## config.mk

```make
export PLATFORM = sky130hd
export DESIGN_NAME = ps2_host_cmd
export DESIGN_NICKNAME = d
export VERILOG_FILES = /design/src/rtl/ps2_pkg.sv /design/src/rtl/ps2_edge_filter.sv /design/src/rtl/ps2_host_cmd.sv
export SDC_FILE = /design/constraint.sdc
export NUM_CORES = 1
export LEC_CHECK = 0
export ABC_CLOCK_PERIOD_IN_PS = 3100
export CAP_MARGIN = 30
export CORE_UTILIZATION = 50
export CTS_BUF_LIST = sky130_fd_sc_hd__clkbuf_8
export CTS_CLUSTER_SIZE = 28
export DETAILED_ROUTE_END_ITERATION = 8
export PLACE_DENSITY_LB_ADDON = 0.12
export SLEW_MARGIN = 20
export SYNTH_ARGS = -nofsm -noshare
export SYNTH_HDL_FRONTEND = slang
export SYNTH_SLANG_ARGS = --single-unit
```

## constraint.sdc

```tcl
create_clock -name clk -period 3.1 [get_ports clk]
set_input_delay 0.93 -clock clk [delete_from_list [all_inputs] [get_ports clk]]
set_output_delay 0.93 -clock clk [all_outputs]
set_load 0.02 [all_outputs]
```

## src/rtl/ps2_pkg.sv

```systemverilog
// Shared definitions for the PS/2 host command path: FSM states, error codes,
// protocol byte constants and a small elaboration-time helper.
package ps2_pkg;

   typedef enum logic [2:0] {
      ST_IDLE,
      ST_INHIBIT,
      ST_START,
      ST_DATA,
      ST_PARITY,
      ST_STOP,
      ST_ACK,
      ST_RESP
   } ps2State_e;

   localparam logic [1:0] ERR_NO_ACK       = 2'd0;
   localparam logic [1:0] ERR_BIT_TIMEOUT  = 2'd1;
   localparam logic [1:0] ERR_RESP_TIMEOUT = 2'd2;
   localparam logic [1:0] ERR_BAD_RESP     = 2'd3;

   localparam logic [7:0] PS2_ACK_BYTE  = 8'hFA;
   localparam logic [7:0] PS2_CMD_LEDS  = 8'hED;
   localparam logic [7:0] PS2_CMD_RESET = 8'hFF;

   // Largest of three cycle counts, used to size the shared timeout counter.
   function automatic int maxOf3(input int a, input int b, input int c);
      int m;
      m = (a > b) ? a : b;
      return (m > c) ? m : c;
   endfunction

endpackage

```

## src/rtl/ps2_edge_filter.sv

```systemverilog
// Brings the raw PS/2 bus lines into the clk domain and turns the device
// clock into a clean, registered falling-edge pulse. A level change is only
// accepted after FILTER_LEN consecutive samples of the new level, so short
// glitches never produce an edge.
module ps2_edge_filter #(
   parameter int FILTER_LEN = 8
) (
   input  logic clk,
   input  logic rst,
   input  logic ps2clk_i,
   input  logic ps2data_i,
   output logic data_sync_o,
   output logic fall_pulse_o
);

   localparam int CW = $clog2(FILTER_LEN + 1);

   logic [1:0]    clkSync_q;
   logic [1:0]    dataSync_q;
   logic          level_q;
   logic [CW-1:0] cnt_q;
   logic          fall_q;

   // Two-flop synchronizers for both bus lines; idle bus level is high.
   always_ff @(posedge clk) begin
      if (rst) begin
         clkSync_q  <= 2'b11;
         dataSync_q <= 2'b11;
      end else begin
         clkSync_q  <= {clkSync_q[0], ps2clk_i};
         dataSync_q <= {dataSync_q[0], ps2data_i};
      end
   end

   // Accept a new clock level after FILTER_LEN equal samples; flag high-to-low.
   always_ff @(posedge clk) begin
      if (rst) begin
         level_q <= 1'b1;
         cnt_q   <= '0;
         fall_q  <= 1'b0;
      end else begin
         fall_q <= 1'b0;
         if (clkSync_q[1] == level_q) begin
            cnt_q <= '0;
         end else if (cnt_q == CW'(FILTER_LEN - 1)) begin
            level_q <= clkSync_q[1];
            cnt_q   <= '0;
            fall_q  <= level_q;
         end else begin
            cnt_q <= cnt_q + 1'b1;
         end
      end
   end

   assign data_sync_o  = dataSync_q[1];
   assign fall_pulse_o = fall_q;

endmodule

```

## src/rtl/ps2_host_cmd.sv

```systemverilog
// Host-to-device PS/2 command sequencer. Takes one command byte, inhibits the
// bus, shifts out start/data/parity/stop on the device's clock, checks the
// device ACK bit and then waits for the 0xFA acknowledge byte coming back
// through the scancode receiver, which is disabled while we own the bus.
module ps2_host_cmd
   import ps2_pkg::*;
#(
   parameter int INHIBIT_CYCLES = 5000,
   parameter int FILTER_LEN     = 8,
   parameter int BIT_TIMEOUT    = 65536,
   parameter int RESP_TIMEOUT   = 1048576
) (
   input  logic       clk,
   input  logic       rst,
   input  logic       cmd_valid,
   input  logic [7:0] cmd_data,
   output logic       cmd_ready,
   input  logic       ps2clk_ext,
   input  logic       ps2data_ext,
   output logic       ps2clk_oe,
   output logic       ps2data_oe,
   output logic       enable_rcv,
   input  logic       rx_strobe,
   input  logic [7:0] rx_scancode,
   output logic       busy,
   output logic       done,
   output logic       error,
   output logic [1:0] err_code
);

   localparam int TMO_MAX = maxOf3(INHIBIT_CYCLES, BIT_TIMEOUT, RESP_TIMEOUT);
   localparam int TW      = $clog2(TMO_MAX);

   ps2State_e     state_q;
   logic [7:0]    shift_q;
   logic          parity_q;
   logic [3:0]    bitCnt_q;
   logic [TW-1:0] tmo_q;
   logic          clkOe_q;
   logic          dataOe_q;
   logic          enRcv_q;
   logic          busy_q;
   logic          done_q;
   logic          error_q;
   logic [1:0]    errCode_q;

   logic dataSync;
   logic fallPulse;
   logic inhibitLast;
   logic inhibitPreLast;
   logic bitExpired;
   logic respExpired;

   ps2_edge_filter #(
      .FILTER_LEN(FILTER_LEN)
   ) uEdgeFilter (
      .clk         (clk),
      .rst         (rst),
      .ps2clk_i    (ps2clk_ext),
      .ps2data_i   (ps2data_ext),
      .data_sync_o (dataSync),
      .fall_pulse_o(fallPulse)
   );

   assign inhibitLast    = (tmo_q == TW'(INHIBIT_CYCLES - 1));
   assign inhibitPreLast = (tmo_q == TW'(INHIBIT_CYCLES - 2));
   assign bitExpired     = (tmo_q == TW'(BIT_TIMEOUT - 1));
   assign respExpired    = (tmo_q == TW'(RESP_TIMEOUT - 1));

   // Command sequencer: every bus-facing output is a register so the
   // open-drain enables never glitch. Each device clock fall advances one bit.
   always_ff @(posedge clk) begin
      if (rst) begin
         state_q   <= ST_IDLE;
         shift_q   <= '0;
         parity_q  <= 1'b0;
         bitCnt_q  <= '0;
         tmo_q     <= '0;
         clkOe_q   <= 1'b0;
         dataOe_q  <= 1'b0;
         enRcv_q   <= 1'b1;
         busy_q    <= 1'b0;
         done_q    <= 1'b0;
         error_q   <= 1'b0;
         errCode_q <= ERR_NO_ACK;
      end else begin
         done_q  <= 1'b0;
         error_q <= 1'b0;
         unique case (state_q)
            ST_IDLE: begin
               if (cmd_valid) begin
                  shift_q  <= cmd_data;
                  parity_q <= ~^cmd_data;
                  bitCnt_q <= '0;
                  tmo_q    <= '0;
                  busy_q   <= 1'b1;
                  enRcv_q  <= 1'b0;
                  clkOe_q  <= 1'b1;
                  state_q  <= ST_INHIBIT;
               end
            end

            ST_INHIBIT: begin
               if (inhibitLast) begin
                  clkOe_q  <= 1'b0;
                  dataOe_q <= 1'b1;
                  tmo_q    <= '0;
                  state_q  <= ST_START;
               end else begin
                  tmo_q <= tmo_q + 1'b1;
                  if (inhibitPreLast) begin
                     dataOe_q <= 1'b1;
                  end
               end
            end

            ST_START, ST_DATA, ST_PARITY, ST_STOP, ST_ACK: begin
               if (fallPulse) begin
                  tmo_q <= '0;
                  case (state_q)
                     ST_START: begin
                        dataOe_q <= ~shift_q[0];
                        shift_q  <= {1'b0, shift_q[7:1]};
                        bitCnt_q <= 4'd1;
                        state_q  <= ST_DATA;
                     end
                     ST_DATA: begin
                        if (bitCnt_q == 4'd8) begin
                           dataOe_q <= ~parity_q;
                           state_q  <= ST_PARITY;
                        end else begin
                           dataOe_q <= ~shift_q[0];
                           shift_q  <= {1'b0, shift_q[7:1]};
                           bitCnt_q <= bitCnt_q + 4'd1;
                        end
                     end
                     ST_PARITY: begin
                        dataOe_q <= 1'b0;
                        state_q  <= ST_STOP;
                     end
                     ST_STOP: begin
                        state_q <= ST_ACK;
                     end
                     ST_ACK: begin
                        enRcv_q <= 1'b1;
                        if (!dataSync) begin
                           state_q <= ST_RESP;
                        end else begin
                           error_q   <= 1'b1;
                           errCode_q <= ERR_NO_ACK;
                           busy_q    <= 1'b0;
                           clkOe_q   <= 1'b0;
                           dataOe_q  <= 1'b0;
                           state_q   <= ST_IDLE;
                        end
                     end
                     default: begin
                     end
                  endcase
               end else if (bitExpired) begin
                  error_q   <= 1'b1;
                  errCode_q <= ERR_BIT_TIMEOUT;
                  busy_q    <= 1'b0;
                  enRcv_q   <= 1'b1;
                  clkOe_q   <= 1'b0;
                  dataOe_q  <= 1'b0;
                  state_q   <= ST_IDLE;
               end else begin
                  tmo_q <= tmo_q + 1'b1;
               end
            end

            ST_RESP: begin
               if (rx_strobe) begin
                  busy_q  <= 1'b0;
                  state_q <= ST_IDLE;
                  if (rx_scancode == PS2_ACK_BYTE) begin
                     done_q <= 1'b1;
                  end else begin
                     error_q   <= 1'b1;
                     errCode_q <= ERR_BAD_RESP;
                  end
               end else if (respExpired) begin
                  error_q   <= 1'b1;
                  errCode_q <= ERR_RESP_TIMEOUT;
                  busy_q    <= 1'b0;
                  state_q   <= ST_IDLE;
               end else begin
                  tmo_q <= tmo_q + 1'b1;
               end
            end
         endcase
      end
   end

   assign cmd_ready  = (state_q == ST_IDLE);
   assign ps2clk_oe  = clkOe_q;
   assign ps2data_oe = dataOe_q;
   assign enable_rcv = enRcv_q;
   assign busy       = busy_q;
   assign done       = done_q;
   assign error      = error_q;
   assign err_code   = errCode_q;

endmodule

```

* After elaboration in Yosys (flattened, before gate mapping)
Cells that the tools add are included.
Word-level totals: flip-flop bits (word level) 54, word-level logic and storage cells 145
Cells by class: muxes and demuxes 65, add/sub/neg operators 3, equal/unequal tests 33, reduce and logical (&&, ||, !) cells 21, bitwise logic cells 6
Operators with widths (count):
- $mux W20 | 6
- $pmux W20 S4 | 1
- $eq A20 B13 Y1 const B | 2
- $pmux W8 S2 | 2
- $mux W1 | 24
- $mux W3 | 8
- $mux W8 | 3
- $reduce_and A6 Y1 | 4
- $add A20 B1 Y20 const B | 1
- $eq A20 B16 Y1 const B | 1
- $eq A20 B20 Y1 const B | 1
- $ne A3 B3 Y1 const B | 6
- $pmux W4 S2 | 2
- $pmux W3 S5 | 1
- $mux W2 | 7
- $eq A3 B3 Y1 const B | 4
- $mux W4 | 3
- $pmux W3 S4 | 1
- $reduce_and A5 Y1 | 2
- $ne A3 B2 Y1 const B | 3
- $reduce_or A3 Y1 | 3
- $add A4 B1 Y4 const B | 2
- $eq A8 B8 Y1 const B | 1
- $ne A2 B2 Y1 const B | 4
- other kinds (22) | 36

* Depth between registers and ports, before layout
Gate-level depths: netlist of run 1.
word-level depth 5, depth in mapped cells 12, mapped depth without buffers 8

* Modules after synthesis
From an unflattened synthesis of run 1, not the netlist that was laid out.
Unflattened totals: cells, all modules 345, area, all modules 2865.2 µm²
Modules (own cells, without submodules):
- ps2_host_cmd | area an instance 2531.2 µm², times used 1, cells each 316
- ps2_edge_filter | area an instance 334.1 µm², times used 1, cells each 29

* Worst setup path before layout of run 1
Ideal clock, no wire load.
kind register -> register, start point register state_q[1], end point register state_q[2], stages on the path, launching flop included 12, setup time 121 ps, arrival 2735 ps, buffers on the path 3, setup slack 243 ps, cells stage by stage dfxtp_1 > clkbuf_1 > clkbuf_1 > inv_1 > ha_1 > clkbuf_1 > inv_1 > nor2_1 > and3_1 > or4_4 > nand2b_4 > mux2_4
Between the ends: longest elaborated chain between the ends 4, elaborated cells on any way between the ends 19, those cells by class eq/ne (13); mux (3); reduce/logical (3)
RTL lines:
- start, declared | line ps2_host_cmd.sv:34 | ps2State_e state_q;
- start signal, assigned | line ps2_host_cmd.sv:74 | state_q <= ST_IDLE;
- start signal, assigned | line ps2_host_cmd.sv:99 | state_q <= ST_INHIBIT;
- start signal, assigned | line ps2_host_cmd.sv:108 | state_q <= ST_START;
- $eq A3 B2 Y1 / $eq A3 B3 Y1 (equally long branches) | line ps2_host_cmd.sv:89, ps2_host_cmd.sv:120
- $reduce_or A5 Y1 / $pmux W3 S5 (equally long branches) | line ps2_host_cmd.sv:89, ps2_host_cmd.sv:120
- $ne A7 B7 Y1 (no line) (tied with other cells)
- $reduce_and A6 Y1 (no line) / $pmux W3 S4 (equally long branches)
Parallel ways exist; a longest one is shown, timed or not. A chain may end at the register's enable or synchronous reset.

* Worst setup path after layout of run 1
start point register state_q[1], end point output cmd_ready
Between the ends: longest elaborated chain between the ends 1
RTL lines:
- $logic_not A3 Y1 | line ps2_host_cmd.sv:196 | assign cmd_ready = (state_q == ST_IDLE);
- end, declared | line ps2_host_cmd.sv:17 | output logic cmd_ready,
Every way passes these cells.

==> results.cfg, run 1 <==
[place]
gp_congestion = 0.907
numPortBuffers = 30
dpl.cell_count = 467
dp_hpwl_mm = 4.70

[synth]
ys_ff_latch = 54
synthArstFlopShare_pct = 0
ys_dominant_reg_cell = dfxtp_1
synth-adder-area-share_pct = 3.33
synth_mux_area_share_pct = 1.17
synth_compound_area_share_pct = 17.5
yosysSeqAreaShare_pct = 36.0
netlist_top_cells_count = dfxtp_1 (54), nor2_1 (49), nand2_1 (44), a21oi_1 (20)
synth_top_family_by_area = simple AND/OR/NAND/NOR gates
syn-instance-count = 372
synth_top_cell_by_area = dfxtp_1
synth.distinct_cells = 59
synth_top_area_share_pct = 36.0
syn_area_sq_mm = 0.00300
yosysWarnings = 0
synth-simple-area-share_pct = 30.6
syn-mean-instance-area_sq_um = 8.07
synth_edf_count = 0
synth.area.top_cells = dfxtp_1 (36%), nor2_1 (6.1%), nand2_1 (5.5%)
syn_nets = 402
synth.most_common_cell = dfxtp_1
synthXorXnorAreaFrac_pct = 7.59

[drt]
drt-vias-per-instance = 5.72
wl_mm = 6.50
drt_first_iter_violations = 311
drt_pass1_iterations = 4
ant_nets = 0
wl_per_cell_um = 13.7
vias = 2717
remaining_drc_errors = 0

[clock_tree]
hold_buffers = 0
clk_pin_slew_ns = 0.10
cts_num_sinks = 54
htree_levels = 2
cts_tree = done
cts.path.max_buffers = 2
clock_latency_ns = 0.31
ctsResizeCount = 0
cts_buffers = 5
cts-root-buf = clkbuf_8
cts_setup_buffers = 0

[die]
chipHeight_um = 79.5
rows = 27
pin_count = 31
dieArea_sq_mm = 0.00632
start_util_pct = 53.2
die_w_um = 79.5
core-area_sq_mm = 0.00564

[critical_path]
critPathArrivalTime_ns = 1.88
timing.rr.end = state_q[2]$_SDFFE_PP0P_
start_kind = register
cp.required_ns = 2.17
rr_worst_depth = 6
crit_start = state_q[1]$_SDFFE_PP0P_
critPathCapture = cmd_ready
r2r-start = tmo_q[4]$_SDFFE_PP0P_
worstSetupPathType = register to output pin
worstSetupEndpointType = output pin
crit_fanout = 18
reg2reg_slack_ns = 0.32

[global_routing]
grt_pass1_wl_mm = 11.3
grtUsageMet1_pct = 30.9
top_usage_layer = met2
grt_use_met3_pct = 4.57
grt_pass1_vias = 2475
grt_max_degree = 28
overflow = 0
grt_antenna_before_repair = 0
grt_usage_pct = 22.2
grtUsageMet2_pct = 34.2

[power]
leakagePower_nw = 1.26
p_per_area_mw_per_mm2 = 726
seqPwrFrac_pct = 33.7
p_sw_uw = 991
switching_share_pct = 38.8
p_clk_share_pct = 19.2
p_int_mw = 1.56
vdd_drop_max_v = 0.000415
power_frac_comb_pct = 47.1

[sta]
tightest_slew_ns = 0.578
relSlewSlack_pct = 61.5
hold_violations = 0
slew_viol_final = 0
rsz0062_at_grt = false
fmax_ghz = 0.356
skew_ns = 0.00745
finalSetupTns_ns = 0
setup_viol = 0
min_period_over_period_pct = 90.6
finalCriticalPeriod_ns = 2.81

[finish]
drive_gt1_share_pct = 9.68
nFillCells = 502
antennaDiodeCount = 0
stdcell_count = 475
layout.nets = 432
area_growth_pct = 17.0

[outcome]
status = complete, no violations

[min_path]
hold_path_class = register to register
hold_path.startpoint = uEdgeFilter.clkSync_q[0]$_SDFF_PP1_

[run]
cap_violations = 0
-- cells by family (layout without fill, tap and decap cells) --
logic type / Yosys count / count (layout)
simple gates: 179 / 179
compound gates: 75 / 75
flops: 54 / 54
buf+inv: 27 / 58
xor+xnor: 26 / 26
fa+ha+maj: 8 / 8
mux: 3 / 3
-- area by class of cell --
class / count / area (sq um) / area share, %
clock buffers: 5 / 68.8 / 1.96
repair buffers: 42 / 390 / 11.1
well taps: 72 / 90.1 / 2.56
multi-input cells: 291 / 1810 / 51.4
inverters: 8 / 30.0 / 0.855
clock inverters: 3 / 47.5 / 1.35
flip-flops and latches: 54 / 1080 / 30.8
-- worst min path at each step --
stage                                                to  cells past startpoint
floorplan           uEdgeFilter.clkSync_q[1]$_SDFF_PP1_                      1
global placement    uEdgeFilter.clkSync_q[1]$_SDFF_PP1_                      1
finish              uEdgeFilter.clkSync_q[1]$_SDFF_PP1_                      1
detailed placement  uEdgeFilter.clkSync_q[1]$_SDFF_PP1_                      1
CTS                 uEdgeFilter.clkSync_q[1]$_SDFF_PP1_                      1
global route        uEdgeFilter.clkSync_q[1]$_SDFF_PP1_                      1
-- per-layer routing --
layer  vias up  wire [um]
li1       1392          -
met5         -          0
met2        73       2860
met1      1241       3250
met4         0         97
met3        11        289
-- flip-flops by register name, summed over array words and instances (netlist names), 2 cells and up --
register,count
tmo_q,20
shift_q,8
bitCnt_q,4
uEdgeFilter.cnt_q,4
state_q,3
err_code,2
uEdgeFilter.clkSync_q,2
uEdgeFilter.dataSync_q,2
-- stage by stage --
stage / hold slack, ns / setup WS [ns] / utilization, % / power [mW] / area (sq um)
6_report: 0.417 / 0.292 / 62.3 / 2.55 / 3510
2_1_floorplan: 0.389 / 0.243 / - / 1.72 / 3000
3_3_place_gp: 0.392 / 0.263 / 60.2 / 2.06 / 3400
5_1_grt: 0.426 / 0.139 / 62.3 / 2.73 / 3510
3_5_place_dp: 0.394 / 0.202 / 60.2 / 2.07 / 3400
4_1_cts: 0.419 / 0.278 / 62.3 / 2.56 / 3510
-- cells in the final DEF, fill, tap and decap left out, types with 3 or more instances in the layout --
cell,count
a31oi_1,3
nand3b_1,5
or3_1,3
nand2_1,44
or2_2,6
o31ai_1,5
buf_4,12
or4_1,4
xnor2_1,12
nand2b_1,5
xor2_1,14
ha_1,8
a41oi_1,3
and3_1,6
a311oi_1,9
nor4_1,3
o21ai_0,12
nand3_1,17
nor3_1,8
inv_1,8
nor3b_1,3
nor2_1,49
clkbuf_8,5
a211oi_1,5
nand4_1,8
clkdlybuf4s50_1,30
a21oi_1,20
dfxtp_1,54
-- power by group through the flow --
stage          clock [mW]  sequential, mW  combinational [mW]
2_1_floorplan           0           0.894               0.829
3_3_place_gp            0           0.875                1.19
3_5_place_dp            0           0.875                1.20
4_1_cts             0.502           0.860                1.20
5_1_grt             0.527           0.874                1.33
6_report            0.489           0.861                1.20
-- worst max-delay path, cell delays in order (launching register included) --
cell and delay, ns:
dfxtp_1 0.32, buf_4 0.19, nor3_1 0.37, clkdlybuf4s50_1 0.69
No activity file was read; power rests on OpenSTA's default activity.
==> run 2: changes to the inputs <==
==> constraint.sdc (replaced) <==
create_clock -name clk -period 3.1 [get_ports clk]
set_input_delay 0.93 -clock clk [delete_from_list [all_inputs] [get_ports clk]]
set_output_delay 0.93 -clock clk [all_outputs]
set_load 0.1 [all_outputs]
==> results.cfg, run 2 (synthesis results as in run 1) <==
[outcome]
status = complete, no violations

[drt]
vias = 2791
wl_met1_mm = 3.29
drt_first_iter_violations = 245
drt-vias-per-instance = 5.86
wl_per_cell_um = 14.3
remaining_drc_errors = 0
wl_mm = 6.82
drt_pass1_iterations = 5
ant_nets = 0
wl_met3_um = 379
met2_length_mm = 3.06
top_layer_used = met4

[clock_tree]
cts_buffers = 5
cts.path.max_buffers = 2
hold_buffers = 0
cts_num_sinks = 54
clk_pin_slew_ns = 0.11
clock_latency_ns = 0.31
htree_levels = 2
cts-root-buf = clkbuf_8
cts_tree = done
cts_setup_buffers = 0
ctsResizeCount = 0

[sta]
setup_viol = 0
fmax_ghz = 0.360
rsz0062_at_grt = false
tightest_slew_ns = 0.593
hold-worst-slack_ns = 0.420
min_period_over_period_pct = 89.7
hold_violations = 0
finalCriticalPeriod_ns = 2.78
slew_viol_final = 0
finalSetupTns_ns = 0
relSlewSlack_pct = 60.4
skew_ns = 0.00943

[finish]
stdcell_count = 476
drive_gt1_share_pct = 12.4
regArea_sq_mm = 0.00108
antennaDiodeCount = 0
largestRegisters = tmo_q x20, shift_q x8
regMostFlops = tmo_q
final_common_cell = dfxtp_1
largest_reg_flops = 20
area_growth_pct = 16.1
layout.nets = 433
final_cell_mix = dfxtp_1 (54), nor2_1 (49), nand2_1 (44)
nFillCells = 543
multi_input_area_sq_mm = 0.00181

[power]
leakagePower_nw = 1.27
vdd_drop_max_v = 0.000482
p_per_area_mw_per_mm2 = 786

[critical_path]
cp.required_ns = 3.31
rr_worst_depth = 6
crit_fanout = 9
start_kind = register
critPathArrivalTime_ns = 2.99
reg2reg_slack_ns = 0.32
slowest_stage = or4_1
r2r-start = tmo_q[4]$_SDFFE_PP0P_
max_stage_delay_ns = 0.74
worstSetupEndpointType = register
crit_start = tmo_q[4]$_SDFFE_PP0P_
worstSetupPathType = register to register
path_cells = nand4_2, or4_1, o21a_4, or4_4, nand2b_4, mux2_4

[global_routing]
grt_pass1_wl_mm = 11.3
grt_pass1_vias = 2455
grt_usage_pct = 22.5
grt_max_degree = 20
grt_antenna_before_repair = 0
overflow = 0

[place]
dp_hpwl_mm = 4.90
numPortBuffers = 30
dpl.cell_count = 468
gp_congestion = 0.875

[die]
chipHeight_um = 79.5
dieArea_sq_mm = 0.00632
start_util_pct = 53.2
die_w_um = 79.5
rows = 27
pin_count = 31
core-area_sq_mm = 0.00564

[min_path]
worstHoldPathCells = 1
hold_path.startpoint = uEdgeFilter.clkSync_q[0]$_SDFF_PP1_
hold_path_class = register to register

[run]
cap_violations = 0
run 2: final cells by class:
cell class	count	share of cell area (%)
Sequential cell	54	31.0
Multi-Input combinational cell	291	52.0
Inverter	8	0.862
Timing Repair Buffer	43	10.8
Clock buffer	5	1.97
Tap cell	72	2.59
Clock inverter	3	0.826
run 2: worst max-delay path, delay by kind of cell (launching register included):
family | cells | cell delay (ns)
simple gates | 4 | 1.60
flops | 1 | 0.49
compound gates | 1 | 0.30
mux | 1 | 0.29
run 2: through the flow:
| step | util [%] | area [sq um] | setup WS [ns] | total power, mW |
|---|---|---|---|---|
| 3_5_place_dp | 60.0 | 3390 | 0.213 | 2.32 |
| 2_1_floorplan | - | 3010 | 0.214 | 1.97 |
| 3_3_place_gp | 60.0 | 3390 | 0.262 | 2.30 |
| 6_report | 61.8 | 3480 | 0.320 | 2.74 |
| 4_1_cts | 61.8 | 3480 | 0.349 | 2.75 |
| 5_1_grt | 61.8 | 3480 | 0.202 | 2.92 |
run 2: path summary, 6_finish.rpt:
| path | to |
|---|---|
| setup reg to reg | state_q[2]$_SDFFE_PP0P_ |
| hold / removal | uEdgeFilter.clkSync_q[1]$_SDFF_PP1_ |
| hold reg to reg | uEdgeFilter.clkSync_q[1]$_SDFF_PP1_ |
| setup / recovery | state_q[2]$_SDFFE_PP0P_ |
run 2: per-layer routing:
metal	GRT usage (%)	vias up
met1	30.5	1302
met3	4.00	9
met2	35.6	92
li1	-	1388
met5	0	-
met4	8.00	0
run 2: power breakdown:
part | total, mW | internal, mW | switching (mW)
registers | 0.868 | 0.795 | 0.0735
clock network | 0.423 | 0.168 | 0.255
logic | 1.45 | 0.509 | 0.938
total | 2.74 | 1.47 | 1.27
